### src/rtl/decoder_stream_if.sv
// Command and output-stream signals of decoder_stream.
// The master drives commands and out_ready; the slave returns in_ready and the decoded stream.
interface decoder_stream_if #(
    parameter int N_SEL = 3,
    parameter int OUT_W = 2 ** N_SEL
);
    logic             in_valid;
    logic             in_ready;
    logic [N_SEL-1:0] in_sel;
    logic             in_en;
    logic [1:0]       in_mode;
    logic             out_valid;
    logic             out_ready;
    logic [OUT_W-1:0] out_data;
    logic             out_last;

    modport master (
        output in_valid, in_sel, in_en, in_mode, out_ready,
        input  in_ready, out_valid, out_data, out_last
    );

    modport slave (
        input  in_valid, in_sel, in_en, in_mode, out_ready,
        output in_ready, out_valid, out_data, out_last
    );
endinterface

### src/rtl/decoder_stream.sv
// Registered N-to-2^N decoder (one-hot, thermometer, scan, inverted); word visible the cycle after accept.
// Output holds while out_ready is low; in_ready drops during scans and while a stalled word is held.
module decoder_stream #(
    parameter int N_SEL = 3
) (
    input logic         clk,
    input logic         rst,
    decoder_stream_if.slave bus
);
    localparam int OUT_W = 2 ** N_SEL;
    localparam logic [N_SEL-1:0] IDX_LAST = '1;

    typedef enum logic [1:0] {
        ST_EMPTY,
        ST_HOLD,
        ST_SCAN
    } state_t;

    state_t           state_q, state_d;
    logic [OUT_W-1:0] data_q, data_d;
    logic             last_q, last_d;
    logic [N_SEL-1:0] idx_q, idx_d;
    logic [N_SEL-1:0] idx_nxt;
    logic             accept;

    function automatic logic [OUT_W-1:0] onehot(input logic [N_SEL-1:0] s);
        return OUT_W'(1) << s;
    endfunction

    // Shifting past the top bit yields zero, so s = OUT_W-1 correctly becomes all ones.
    function automatic logic [OUT_W-1:0] thermo(input logic [N_SEL-1:0] s);
        return (onehot(s) << 1) - OUT_W'(1);
    endfunction

    assign bus.out_valid = (state_q != ST_EMPTY);
    assign bus.out_data  = data_q;
    assign bus.out_last  = last_q;
    assign bus.in_ready  = ~rst & (state_q != ST_SCAN)
                         & ((state_q == ST_EMPTY) | bus.out_ready);
    assign accept        = bus.in_valid & bus.in_ready;
    assign idx_nxt       = idx_q + N_SEL'(1);

    always_comb begin
        state_d = state_q;
        data_d  = data_q;
        last_d  = last_q;
        idx_d   = idx_q;
        if (accept) begin
            state_d = ST_HOLD;
            last_d  = 1'b1;
            idx_d   = bus.in_sel;
            if (!bus.in_en) begin
                data_d = '0;
            end else begin
                case (bus.in_mode)
                    2'd0: data_d = onehot(bus.in_sel);
                    2'd1: data_d = thermo(bus.in_sel);
                    2'd2: begin
                        data_d = onehot(bus.in_sel);
                        if (bus.in_sel != IDX_LAST) begin
                            state_d = ST_SCAN;
                            last_d  = 1'b0;
                        end
                    end
                    default: data_d = ~onehot(bus.in_sel);
                endcase
            end
        end else if (bus.out_ready) begin
            case (state_q)
                ST_HOLD: state_d = ST_EMPTY;
                ST_SCAN: begin
                    idx_d  = idx_nxt;
                    data_d = onehot(idx_nxt);
                    if (idx_nxt == IDX_LAST) begin
                        state_d = ST_HOLD;
                        last_d  = 1'b1;
                    end
                end
                default: ;
            endcase
        end
    end

    always_ff @(posedge clk) begin
        if (rst) begin
            state_q <= ST_EMPTY;
            data_q  <= '0;
            last_q  <= 1'b0;
            idx_q   <= '0;
        end else begin
            state_q <= state_d;
            data_q  <= data_d;
            last_q  <= last_d;
            idx_q   <= idx_d;
        end
    end
endmodule

### src/flat_wrapper.sv
// flat-port wrapper written by rule: the top's interface ports become plain ports
module decoder_stream_flat 
#(
    parameter int N_SEL = 3
)
  (clk, rst, bus_in_valid, bus_in_sel, bus_in_en, bus_in_mode, bus_out_ready, bus_in_ready, bus_out_valid, bus_out_data, bus_out_last);
  decoder_stream_if #(.N_SEL(N_SEL)) bus_i ();
  input logic clk;
  input logic rst;
  input wire logic [$bits(bus_i.in_valid)-1:0] bus_in_valid;
  input wire logic [$bits(bus_i.in_sel)-1:0] bus_in_sel;
  input wire logic [$bits(bus_i.in_en)-1:0] bus_in_en;
  input wire logic [$bits(bus_i.in_mode)-1:0] bus_in_mode;
  input wire logic [$bits(bus_i.out_ready)-1:0] bus_out_ready;
  output wire logic [$bits(bus_i.in_ready)-1:0] bus_in_ready;
  output wire logic [$bits(bus_i.out_valid)-1:0] bus_out_valid;
  output wire logic [$bits(bus_i.out_data)-1:0] bus_out_data;
  output wire logic [$bits(bus_i.out_last)-1:0] bus_out_last;
  assign bus_i.in_valid = bus_in_valid;
  assign bus_i.in_sel = bus_in_sel;
  assign bus_i.in_en = bus_in_en;
  assign bus_i.in_mode = bus_in_mode;
  assign bus_i.out_ready = bus_out_ready;
  assign bus_in_ready = bus_i.in_ready;
  assign bus_out_valid = bus_i.out_valid;
  assign bus_out_data = bus_i.out_data;
  assign bus_out_last = bus_i.out_last;
  decoder_stream #(.N_SEL(N_SEL)) u_core (.clk(clk), .rst(rst), .bus(bus_i));
endmodule
### config.mk
export PLATFORM = sky130hd
export DESIGN_NAME = decoder_stream_flat
export DESIGN_NICKNAME = d
export VERILOG_FILES = /design/src/rtl/decoder_stream_if.sv /design/src/rtl/decoder_stream.sv /design/src/flat_wrapper.sv
export SDC_FILE = /design/constraint.sdc
export NUM_CORES = 1
export LEC_CHECK = 0
export ABC_AREA = 0
export BUFFER_PORTS_ARGS = -buffer_cell sky130_fd_sc_hd__buf_4
export CAP_MARGIN = 20
export CORE_MARGIN = 2
export CORE_UTILIZATION = 50
export DETAILED_ROUTE_END_ITERATION = 10
export HOLD_SLACK_MARGIN = 0.06
export MAX_ROUTING_LAYER = met4
export PLACE_DENSITY = 0.78
export SLEW_MARGIN = 20
export SYNTH_ARGS = -nofsm -noshare
export SYNTH_HDL_FRONTEND = slang
export SYNTH_SLANG_ARGS = --single-unit
### constraint.sdc
create_clock -name clk -period 1.7 [get_ports clk]
set_clock_uncertainty 0.15 [all_clocks]
set_input_delay 0.085 -clock clk [delete_from_list [all_inputs] [get_ports clk]]
set_output_delay 0.085 -clock clk [all_outputs]
set_load 0.1 [all_outputs]
======== Word level (Yosys, flattened, before mapping) ========
Cells that the tools add are included.
cells by class
  $add $sub $neg .......................... 2
  equal/unequal tests ..................... 8
  shifts and indexed selects .............. 2
  multiplexer cells ....................... 22
  bitwise logic cells ..................... 6
  reductions and logical operators ........ 11
operator list
  kind                 count
  $mux 8               4
  $pmux 8 s2           1
  $shl 1x3->8 const A  2
  $mux 2               6
  $mux 3               3
  $not 8->8            1
  $reduce_bool 2->1    4
  $sub 8x1->8 const B  1
  $mux 1               7
  $reduce_and 3->1     2
  $eq 2x1->1 const B   2
  $eq 2x2->1 const B   2
  $logic_not 2->1      2
  $pmux 2 s2           1
  $add 3x1->3 const B  1
  $and 1x1->1          3
  $eq 3x3->1 const B   1
  $ne 3x1->1 const B   1
  $ne 3x3->1 const B   1
  $reduce_bool 3->1    1
  $ne 2x2->1 const B   1
  $reduce_and 2->1     1
  $reduce_or 2->1      1
  $not 1->1            1
  $or 1x1->1           1
word-level totals
  flip-flop bits (word level) ............. 14
  input bits .............................. 10
  output and inout port bits .............. 11
  logic and storage cells ................. 55

======== Depth between registers and ports, before layout ========
Gate-level depths: netlist of run 1.
  depth after elaboration ................. 6
  gate-level depth with buffers ........... 8

======== Worst setup path before layout of run 1 ========
OpenSTA, ideal clock, no wires.
  path type ............................... flip-flop to output port
  start point ............................. register u_core.state_q[0]
  end point ............................... output bus_in_ready
  arrival ................................. 2.168 ns
  required time ........................... 1.465 ns
  slack ................................... -0.703 ns
  cell stages (with the launch flop) ...... 5
  buffers on the path ..................... 0
  path through ............................ dfxtp_1 -> inv_1 -> ha_1 -> o21ba_4 -> nor2b_1
on the way
  cells in the longest elaborated chain, start to end .. 3
  elaborated cells on any way between the ends .. 5
  classes of those cells .................. eq/ne (1); bitwise (3); reduce/logical (1)
RTL lines
  what                                                  RTL line                                    source
  from (decl)                                           decoder_stream.sv:19                        state_t state_q, state_d;
  from (signal assigned)                                decoder_stream.sv:91                        state_q <= state_d;
  $ne 2x2->1 / $logic_not 2->1 (equally long branches)  decoder_stream.sv:38, decoder_stream.sv:39
  $and 1x1->1 / $or 1x1->1 (equally long branches)      decoder_stream.sv:38, decoder_stream.sv:39
  $and 1x1->1 (*)                                       decoder_stream.sv:39                        & ((state_q == ST_EMPTY) | bus.out_ready);
  to (decl)                                             flat_wrapper.sv:15                          output wire logic [$bits(bus_i.in_ready)-1:0] bus_in_ready;
Every way passes the cells marked *; elsewhere a longest branch is shown, timed or not.

======== Worst setup path after layout of run 1 ========
Ends and elaborated chain as after synthesis.

==> results of run 1 <==
-- area by class of cell --
| class | instances | share of cell area [%] |
|---|---|---|
| Clock buffer | 4 | 2.238 |
| Inverter | 12 | 2.778 |
| Multi-Input combinational cell | 107 | 54.01 |
| Sequential cell | 14 | 17.59 |
| Tap cell | 28 | 2.160 |
| Timing Repair Buffer | 42 | 21.22 |
-- worst min-delay path: stages --
cell,delay [ns]
buf_4,0.14
a31oi_1,0.08
o211ai_1,0.09
a21oi_1,0.07
-- power groups by stage --
stage / clock [W] / sequential (W) / combinational (W)
global route: 0.000268 / 0.000371 / 0.000535
global placement: 0 / 0.000373 / 0.000450
CTS: 0.000245 / 0.000368 / 0.000488
detailed placement: 0 / 0.000374 / 0.000459
finish: 0.000246 / 0.000368 / 0.000505
floorplan: 0 / 0.000485 / 0.000238
-- registers in the layout, indices dropped and copies added, names as in the netlist --
name and flops:
u_core.bus.out_data 8, u_core.bus.out_last 1, u_core.idx_q 3, u_core.state_q 2
-- per-layer routing --
metal  vias to the layer above  part of all wire [%]  track usage [%]
li1                        610                     -                -
met1                       569                    45            32.19
met2                        58                    46            40.83
met3                         8                   6.1            4.237
met4                         0                   2.5            11.11
met5                         -                     0                -
-- cell usage after synthesis, types with 2 or more instances --
library cell,number,area share (%)
ha_1,8,8.3
a211oi_1,4,2.5
nand2_1,10,3.1
nand2b_1,2,1.0
nand3_1,5,2.1
nand2_2,2,1.0
o21ai_1,2,0.83
buf_2,4,1.7
nor2_1,8,2.5
o21ai_0,4,1.7
a311oi_1,2,1.5
a21oi_1,7,2.9
a31oi_1,6,3.1
and2_4,2,1.5
and3b_1,2,1.5
clkbuf_1,2,0.62
o211ai_1,3,1.9
a221oi_2,5,6.2
o22ai_1,3,1.6
buf_6,3,2.8
o2111ai_1,2,1.5
inv_1,12,3.7
nor2b_1,3,1.6
nor3b_1,3,1.9
and4_1,2,1.5
dfxtp_1,14,23
-- stage by stage --
stage,setup slack (ns),std cells,setup TNS [ns],instance area [µm²]
finish,0.01978,207,0,1622
global route,-0.02790,207,-0.07067,1622
CTS,-0.0005392,207,-0.0005392,1575
detailed placement,-0.07330,195,-0.2360,1441
global placement,-0.03074,195,-0.03837,1441
floorplan,0.02284,142,0,1212
-- timing repair --
action / CTS / global route
hold endpoints to repair: 13 / 0
resized for setup: 8 / 10
cloned: 1 / 0
endpoints found under the setup margin: 8 / 12
setup buffers: 2 / 0
hold buffers: 5 / 0
pin swaps: 1 / 2
-- kinds of logic (layout without fill, tap and decap cells) --
logic type	Yosys count	count (layout)	share of synthesized area (%)
mux	1	1	0.8308
compound gates	49	50	33.75
simple gates	45	45	21.60
flops	14	14	23.26
fa+ha+maj	8	8	8.308
xor+xnor	3	3	2.804
buf+inv	22	58	9.450
-- cell usage in the layout, fill, tap and decap left out, drive strengths merged, types with 3 or more instances in the layout --
cell type    synthesis  routed
buf                  8      37
dfxtp               14      14
inv                 12      12
nand2               12      12
nor2                 9       9
ha                   8       8
a21oi                7       7
a31oi                6       6
a221oi               6       6
o21ai                6       6
nand3                5       5
dlygate4sd3          0       5
o22ai                4       5
nor2b                4       4
a211oi               4       4
clkbuf               2       4
nor3b                3       3
o211ai               3       3
-- path summary, 6_finish.rpt --
path,end,cells after the start,slack [ns]
worst max-delay path,bus_in_ready,5,0.02
worst min-delay path,u_core.bus.out_data[4],4,0.07
worst max register to register,u_core.bus.out_data[5],7,0.04
worst min register to register,u_core.bus.out_data[6],2,0.32
==> out/metrics.yaml, run 1 <==
outcome:
  run_status: "completed"
global_routing:
  overflow: 0
  grt_start_max_net_pins: 18
  wire_length_of_the_first_global_routing_pass_um: 5140
  first_global_vias: 1147
  grt_use_total_pct: 25.71
  antenna_found_initial: 0
cts:
  cts_tree: "yes"
  max-clock-path-buffers: 2
  numCtsBuffers: 3
  clock_tree.htree_level_count: 1
  cts-root-buf: "clkbuf_4"
  clk-insertion-delay-late_ns: 0.28
  sink_count: 14
  clkTransAtPathRegs_ns: 0.10
floorplan:
  die-area_um2: 2819
  num_io_pins: 21
  core_um2: 2255
  placement_rows: 17
  start_util_pct: 53.44
  overall_die_height_um: 53.09
  die_width_um: 53.09
route:
  via_count: 1245
  routed_via_density: 6.014
  routed_wirelength_um: 3256
  drtAntennaViolNets: 0
  drt_drc_violations_left: 0
  wire_per_inst_um: 15.73
  dr.pass1.iters: 5
  detail_route.iter0.violations: 47
critical_path:
  worstPathBufferInverterCount: 2
  timing.critical_path.arrival_ns: 1.45
  timing.critical_path.required_ns: 1.46
  critical_path.cell_chain: "inv_2 -> ha_4 -> o21ba_4 -> nor2b_4 -> buf_12"
  setup.worst_path.class: "flip-flop to output pin"
  setup.worst_path.start_class: "flip-flop"
  worst_path_max_stage_delay_ns: 0.33
  worstSetupStartpoint: "u_core.state_q[0]"
  timing.critical_path.to_type: "output pin"
  path_max_fanout: 5
  worst_path_max_delay_cell: "dfxtp_2"
  critical-path-top-delay-family: "flip-flops"
  crit-reg2reg-launch: "u_core.state_q[1]"
final_layout:
  final_nets: 198
  fillCellCount: 170
  share_of_cells_above_drive_strength_1_pct: 37.99
  seqCellArea_um2: 285.3
  diodes: 0
  multi_input_comb_area_um2: 875.8
  utilization_after_layout_pct: 71.92
  syn_to_final_growth_pct: 34.58
logic_synthesis:
  cell_area_after_synthesis_um2: 1205
  syn_area_per_cell_um2: 8.485
  yosysWarningCount: 0
  syn_nets: 160
  yosys.cell_types.count: 48
  ys_seq_elements: 14
  synth_cells: 142
  synthArstFlopShare_pct: 0
  seq_area_frac_synth_pct: 23.26
  ys.flop_type: "dfxtp_1"
  synth-edff-count: 0
power_and_ir_drop:
  pwr-share-clk_pct: 22.0
  share_seq_of_total_power_pct: 32.9
  power.density_nw_per_um2: 689.7
  power.static_leakage_nw: 0.6659
  power.net_switching_w: 0.0004544
  overall_power_w: 0.001118
  pint_w: 0.0006640
  vdd_ir_drop_max_mv: 0.4701
  sw_frac_of_total_pct: 40.63
  combinationalPowerShare_pct: 45.1
placement:
  io_buffers: 20
  globalplace.congestion: 0.9159
  detailedPlacementHpwl_um: 2368
sta:
  worst_pin_slew_ns: 0.3094
  setup_repair_after_global_routing_missed_its_margin: "yes"
  final.period_utilization_pct: 98.84
  setup_viol: 0
  min_period_ns: 1.680
  finalMaxSlewViolations: 0
  clock.fmax_mhz: 595.2
  final-hold-violation-count: 0
  finalHoldWorstSlack_ns: 0.06941
  max-slew-margin-rel_pct: 79.37
min_path:
  hp-start: "bus_in_mode[1]"
  min-delay-path-class: "primary input to flip-flop"
run:
  drv_cap: 0
(Power assumes the default switching activity.)
==> inputs of run 2 (changes only) <==
==> constraint.sdc (replaced) <==
create_clock -name clk -period 1.5 [get_ports clk]
set_clock_uncertainty 0.15 [all_clocks]
set_input_delay 0.075 -clock clk [delete_from_list [all_inputs] [get_ports clk]]
set_output_delay 0.075 -clock clk [all_outputs]
set_load 0.1 [all_outputs]
==> out/metrics.yaml, run 2 (same netlist as run 1, synthesis figures left out) <==
outcome:
  run_status: "complete, but fails checks"
  failed_checks: "setup timing"
sta:
  final.period_utilization_pct: 115.9
  setup_repair_after_global_routing_missed_its_margin: "yes"
  timing.setup.tns_ns: -2.775
  max-slew-margin-rel_pct: 74.56
  clock.fmax_mhz: 575.2
  finalHoldWorstSlack_ns: 0.08396
  worst_pin_slew_ns: 0.3816
  setup_viol: 15
  final-hold-violation-count: 0
  min_period_ns: 1.738
  finalMaxSlewViolations: 0
  worst_slack_ns: -0.2384
critical_path:
  setup.worst_path.start_class: "flip-flop"
  path_max_fanout: 3
  timing.critical_path.arrival_ns: 1.51
  setup.worst_path.class: "flip-flop to output pin"
  timing.critical_path.to_type: "output pin"
  timing.critical_path.required_ns: 1.27
route:
  wire_per_inst_um: 18.67
  detail_route.iter0.violations: 105
  routed_via_density: 6.152
  dr.pass1.iters: 5
  drt_drc_violations_left: 0
  drtAntennaViolNets: 0
  routed_wirelength_um: 4163
  via_count: 1372
global_routing:
  global_route.usage.met1_pct: 35.80
  antenna_found_initial: 0
  globalRouteMet3Util_pct: 2.260
  grt_use_total_pct: 31.17
  first_global_vias: 1313
  met2_usage_pct: 51.67
  wire_length_of_the_first_global_routing_pass_um: 6113
  overflow: 0
  grt_start_max_net_pins: 16
  routing_layer_with_the_top_usage_in_global_route: "met2"
run:
  drv_cap: 0
power_and_ir_drop:
  sw_frac_of_total_pct: 42.66
  pwr-share-clk_pct: 17.8
  power.net_switching_w: 0.0005827
  vdd_ir_drop_max_mv: 0.6986
  share_seq_of_total_power_pct: 31.3
  power.density_nw_per_um2: 715.0
  pint_w: 0.0007833
  power.static_leakage_nw: 0.7704
  combinationalPowerShare_pct: 50.9
floorplan:
  die-area_um2: 2819
  num_io_pins: 21
  placement_rows: 17
  die_width_um: 53.09
  overall_die_height_um: 53.09
  start_util_pct: 53.44
  core_um2: 2255
placement:
  io_buffers: 20
  detailedPlacementHpwl_um: 2491
  worst_setup_slack_after_placement_ns: -0.1145
  globalplace.congestion: 0.8312
cts:
  clock_tree.htree_level_count: 1
  clk-insertion-delay-late_ns: 0.30
  max-clock-path-buffers: 2
  cts_tree: "yes"
  numCtsBuffers: 3
  sink_count: 14
  cts-root-buf: "clkbuf_4"
  clkTransAtPathRegs_ns: 0.09
min_path:
  min-delay-path-class: "primary input to flip-flop"
final_layout:
  share_of_cells_above_drive_strength_1_pct: 54.87
  flip_flop_count_of_the_largest_register_all_copies_and_words_added: 8
  most_frequent_standard_cell_in_the_layout_excluding_fill_and_tap_cells: "buf_4"
  final_nets: 214
  final_cell_mix: "47 x buf_4, 10 x inv_1, 7 x nor2_1, 7 x nand2_1, 7 x dfxtp_2"
  diodes: 0
  syn_to_final_growth_pct: 58.57
## run 2: cell types whose count changed in the layout (fill, tap and decap cells not counted), moves of 3 or more
| cell | change |
|---|---|
| a31oi_1 | -3 |
| buf_4 | +12 |
| dfxtp_2 | +6 |
| dfxtp_1 | -6 |
| buf_6 | +4 |
| a31oi_2 | +3 |
| ha_4 | +3 |
## run 2: worst paths after layout
path / start / to / slack (ns) / cells after the start
hold / removal: bus_in_mode[1] / u_core.bus.out_data[2] / 0.08 / 4
hold reg to reg: u_core.bus.out_data[6] / u_core.bus.out_data[6] / 0.34 / 2
setup reg to reg: u_core.state_q[0] / u_core.bus.out_data[6] / -0.24 / 8
setup / recovery: u_core.state_q[0] / bus_in_ready / -0.24 / 6
## run 2: power by group through the flow
stage               Combinational, W  Sequential [W]  Clock [W]
finish                      0.000695        0.000427   0.000244
global route                0.000728        0.000429   0.000259
CTS                         0.000634        0.000424   0.000239
detailed placement          0.000577        0.000432          0
global placement            0.000569        0.000430          0
floorplan                   0.000292        0.000557          0
## run 2: critical path, stage by stage (launching register included)
cell	delay, ns
dfxtp_2	0.35
inv_4	0.05
ha_4	0.16
o21ba_4	0.23
buf_6	0.09
nor2b_4	0.15
buf_12	0.18
## run 2: layer usage
metal	vias to the layer above	share of wire [%]
li1	641	-
met1	646	41
met2	68	50
met3	17	5.6
met4	0	3.3
met5	-	0
## run 2: area by class of cell
type / instances / area, µm²
timing repair buffer: 59 / 499.2
clock buffer: 4 / 26.28
sequential: 14 / 292.8
fill: 122 / 344.1
tap: 28 / 35.03
inverter: 12 / 47.55
multi-input combinational: 106 / 1010
## run 2: what timing repair did
action | CTS | global route
cloned | 0 | 0
setup endpoints to repair | 14 | 15
pin swaps | 5 | 10
hold endpoints to repair | 8 | 0
resized for setup | 16 | 11
buffers inserted | 4 | 5
hold buffers | 5 | 0
## run 2: stage by stage
step / cell area (µm²) / power [W] / cells / utilization, %
after global placement: 1629 / 0.0009993 / 205 / 72.25
final: 1911 / 0.001366 / 223 / 84.74
after CTS: 1810 / 0.001297 / 218 / 80.30
after detailed placement: 1629 / 0.001010 / 205 / 72.25
after floorplan: 1315 / 0.0008494 / 142 / -
after global routing: 1911 / 0.001416 / 223 / 84.74
